File: src/rtl/alu_regfile_datapath.sv
// Execute datapath: 8x8 register file with combinational reads and an
// 8-bit ALU whose result is written back at the rising clock edge.
module alu_regfile_datapath #(
   parameter int DATA_WIDTH = 8,
   parameter int ADDR_WIDTH = 3
) (
   input  logic                  CLK,
   input  logic                  RESET,
   input  logic [ADDR_WIDTH-1:0] READREG1,
   input  logic [ADDR_WIDTH-1:0] READREG2,
   input  logic [ADDR_WIDTH-1:0] WRITEREG,
   input  logic                  WRITEENABLE,
   input  logic [2:0]            ALUOP,
   input  logic [DATA_WIDTH-1:0] OPERAND2,
   output logic [DATA_WIDTH-1:0] REGOUT1,
   output logic [DATA_WIDTH-1:0] REGOUT2,
   output logic [DATA_WIDTH-1:0] ALURESULT
);

   localparam int NREG = 1 << ADDR_WIDTH;

   localparam logic [2:0] OP_FWD = 3'b000;
   localparam logic [2:0] OP_ADD = 3'b001;
   localparam logic [2:0] OP_AND = 3'b010;
   localparam logic [2:0] OP_OR  = 3'b011;

   logic [DATA_WIDTH-1:0] regs [NREG];

   // Reset takes priority over a pending write-back
   always_ff @(posedge CLK) begin
      if (RESET) begin
         regs <= '{default: '0};
      end else if (WRITEENABLE) begin
         regs[WRITEREG] <= ALURESULT;
      end
   end

   assign REGOUT1 = regs[READREG1];
   assign REGOUT2 = regs[READREG2];

   always_comb begin
      ALURESULT = '0;
      unique case (ALUOP)
         OP_FWD:  ALURESULT = OPERAND2;
         OP_ADD:  ALURESULT = REGOUT1 + OPERAND2;
         OP_AND:  ALURESULT = REGOUT1 & OPERAND2;
         OP_OR:   ALURESULT = REGOUT1 | OPERAND2;
         default: ALURESULT = '0;
      endcase
   end

endmodule

File: config.mk
export PLATFORM = sky130hd
export DESIGN_NAME = alu_regfile_datapath
export DESIGN_NICKNAME = d
export VERILOG_FILES = /design/src/rtl/alu_regfile_datapath.sv
export SDC_FILE = /design/constraint.sdc
export NUM_CORES = 1
export LEC_CHECK = 0
export BUFFER_PORTS_ARGS = -buffer_cell sky130_fd_sc_hd__buf_2
export CAP_MARGIN = 5
export CORE_UTILIZATION = 64
export CTS_CLUSTER_SIZE = 20
export DETAILED_ROUTE_END_ITERATION = 12
export PLACE_DENSITY = 0.94
export RECOVER_POWER = 100
export SLEW_MARGIN = 5
export SYNTH_ARGS = -nofsm -noshare
export SYNTH_HDL_FRONTEND = slang
export SYNTH_SLANG_ARGS = --single-unit
File: constraint.sdc
create_clock -name CLK -period 7.7 [get_ports CLK]
set_clock_uncertainty 0.05 [all_clocks]
set_input_delay 0.77 -clock CLK [delete_from_list [all_inputs] [get_ports CLK]]
set_output_delay 0.77 -clock CLK [all_outputs]
set_load 0.1 [all_outputs]
==> reports/qor.csv <==
metric,value,unit
outcome,"finished, violations left",
failing checks,"capacitance limit, slew limit",
maximum level of the CTS H-tree,3,
Vias/cell,7.03,
clk buf depth,2,
Critical Path Start Type,primary input,
Overall Global Routing Usage,0.373,
Synth cell types,43,
top_reg_cell synth,dfxtp_1,
max-slew violation count,10,
share of the synthesized area in the top cell type,0.308,
initial cell density of the core,0.681,
Commonest cells post-synth,"73 x nand2_1, 64 x dfxtp_1, 40 x a21oi_1, 32 x mux4_2, 31 x nor2_1",
grt total ovfl,0,
CP Capture Type,output pin,
vias in the first global route,3651,
fin crit period,6160,ps
layout cells sized above 1,0.211,
Routed WL,11900,um
Critical Path AT,5340,ps
CTS tree,done,
Top Registers,regs: 64 flops,
internal power,528,uW
Static Leak,1.64,nW
Net Switching,249,uW
cts repair resizes,0,
via count,3795,
drt wl/cell,22.1,um
die area,6820,sq um
crit path cell chain,clkbuf_1 -> mux4_2 -> mux2i_1 -> inv_1 -> ha_1 -> fa_1 -> xor2_1 -> o21ai_0 -> a211oi_1 -> buf_2,
Num CTS Buffers,9,
CTS Sinks,64,
Die W,82.6,um
share of flip-flops with an asynchronous set or reset,0,
Power Density,176,nW/um^2
Largest register FFs,64,
DRT antenna net count,0,
clock root buffer,clkbuf_8,
postcts setup bufs,0,
worst min path class,reg2reg,
Slew Limit Headroom,-0.0232,
yosys warns,0,
# diodes,0,
cts hold-fix bufs,0,
initial antenna violation count,0,
post-synthesis sequential area ratio,0.308,
Clock Power Share,0.358,
largest net degree at the start of global routing,66,
Least-Margin Pin Slew,1520,ps
Nets,502,
"Hold Vio Cnt, Final",0,
Logic pwr share,0.200,
Placer Congestion,0.867,
FMAX,0.162,GHz
largest cells by area after synthesis,"dfxtp_1 31%, mux4_2 17%, nand2_1 6.6%",
synthesized cell area,4150,sq um
Post-synth EDFFs,0,
Post-Route Utilization,0.722,
global-route wire length before repair,17900,um
area delta synth->final,5.99,%
period utilization,0.800,
RSZ-0062 raised after global routing,no,
final cell count without fillers,540,
Clock Latency Late Sink,360,ps
Initial DRC Count,546,
Seq pwr share,0.442,
Yosys top cell by area,dfxtp_1,
num ports,47,
most flop-heavy register,regs,
1st-pass router iterations,6,
most common cell in the netlist,nand2_1,
Mean Syn Cell Area,9.68,sq um
DP Cell Count,524,
DR DRC count,0,
max-cap viol count,1,
critical path required time,6880,ps
"Buf+Inv Stages, Crit Path",3,
slowest cell on the critical path,a211oi_1,
Row Count,28,
Sw Share,0.321,
Post-Syn Instances,429,
type of the worst setup path,in2out,
Tot Pwr,777,uW
Detail Placement HPWL,7820,um
final setup vio count,0,
number of port buffers,46,
Setup TNS Final,0,ps
Die H,82.6,um
clock transition at the registers of the reported paths,70,ps
CP max stage delay,1020,ps
Max VDD drop,0.137,mV
"Net Count, Synth",471,
CP max FO,16,
critical path's top delay family,buffers and inverters,
Synth Register Bits,64,
Core Area,6100,sq um
[cells by family after synthesis]
logic type / after synthesis / share of synthesized area
simple gates: 138 / 0.155
fa+ha+maj: 19 / 0.0590
xor+xnor: 4 / 0.00844
compound gates: 108 / 0.199
mux: 49 / 0.217
buf+inv: 47 / 0.0530
flops: 64 / 0.308
[per-layer routing]
layer  share of wire  vias to the layer above  GRT usage
li1                -                     1631          -
met1            0.35                     1779      0.415
met2            0.48                      303      0.606
met3            0.11                       82      0.116
met4           0.056                        0      0.264
met5               0                        -          0
[stage by stage]
step / hold WS (ps) / setup slack [ps] / cell area, sq um
after floorplan: 393 / 2260 / 4150
after global placement: 401 / 2740 / 4340
after detailed placement: 412 / 2630 / 4340
after CTS: 423 / 2620 / 4520
after global routing: 453 / 1210 / 4400
final: 429 / 1540 / 4400
[path summary, 6_finish.rpt]
| check | cells after the start | slack [ps] | start | to |
|---|---|---|---|---|
| worst max-delay path | 10 | 1540 | READREG1[0] | ALURESULT[2] |
| worst min-delay path | 2 | 430 | regs[2] | regs[2] |
| worst max register to register | 10 | 3980 | regs[24] | regs[18] |
| worst min register to register | 2 | 430 | regs[2] | regs[2] |
[worst min-delay path, delay by kind of cell (launching register included)]
family | cells | cell delay (ps)
AOI/OAI and AO/OA | 1 | 60
DFF | 1 | 320
and+or+nand+nor | 1 | 50
[cell type report]
class	count	area (sq um)
multi-input combinational	318	2560
timing repair buffer	47	210
clock buffer	12	135
tap	75	93.8
fill	410	1690
clock inverter	4	45.0
sequential	64	1280
inverter	20	75.1
[placed cells by master (no fill, tap or decap), drive strengths merged, types with 3 or more instances in the layout]
cell    instances
a211oi         32
a21oi          42
buf            25
clkbuf         34
clkinv          3
dfxtp          64
ha             18
inv            20
mux2            8
mux2i           9
mux4           32
nand2          73
nand2b          4
nand3           5
nand3b          8
nor2           35
nor2b           6
nor3            3
o211ai         12
o21ai           6
o31ai           8
[power by group through the flow]
stage | clock network [mW] | registers, mW | logic [mW]
2_1_floorplan | 0 | 0.349 | 0.131
3_3_place_gp | 0 | 0.350 | 0.154
3_5_place_dp | 0 | 0.350 | 0.159
4_1_cts | 0.274 | 0.343 | 0.161
5_1_grt | 0.292 | 0.344 | 0.164
6_report | 0.278 | 0.344 | 0.155
No activity file was read; power rests on OpenSTA's default activity.
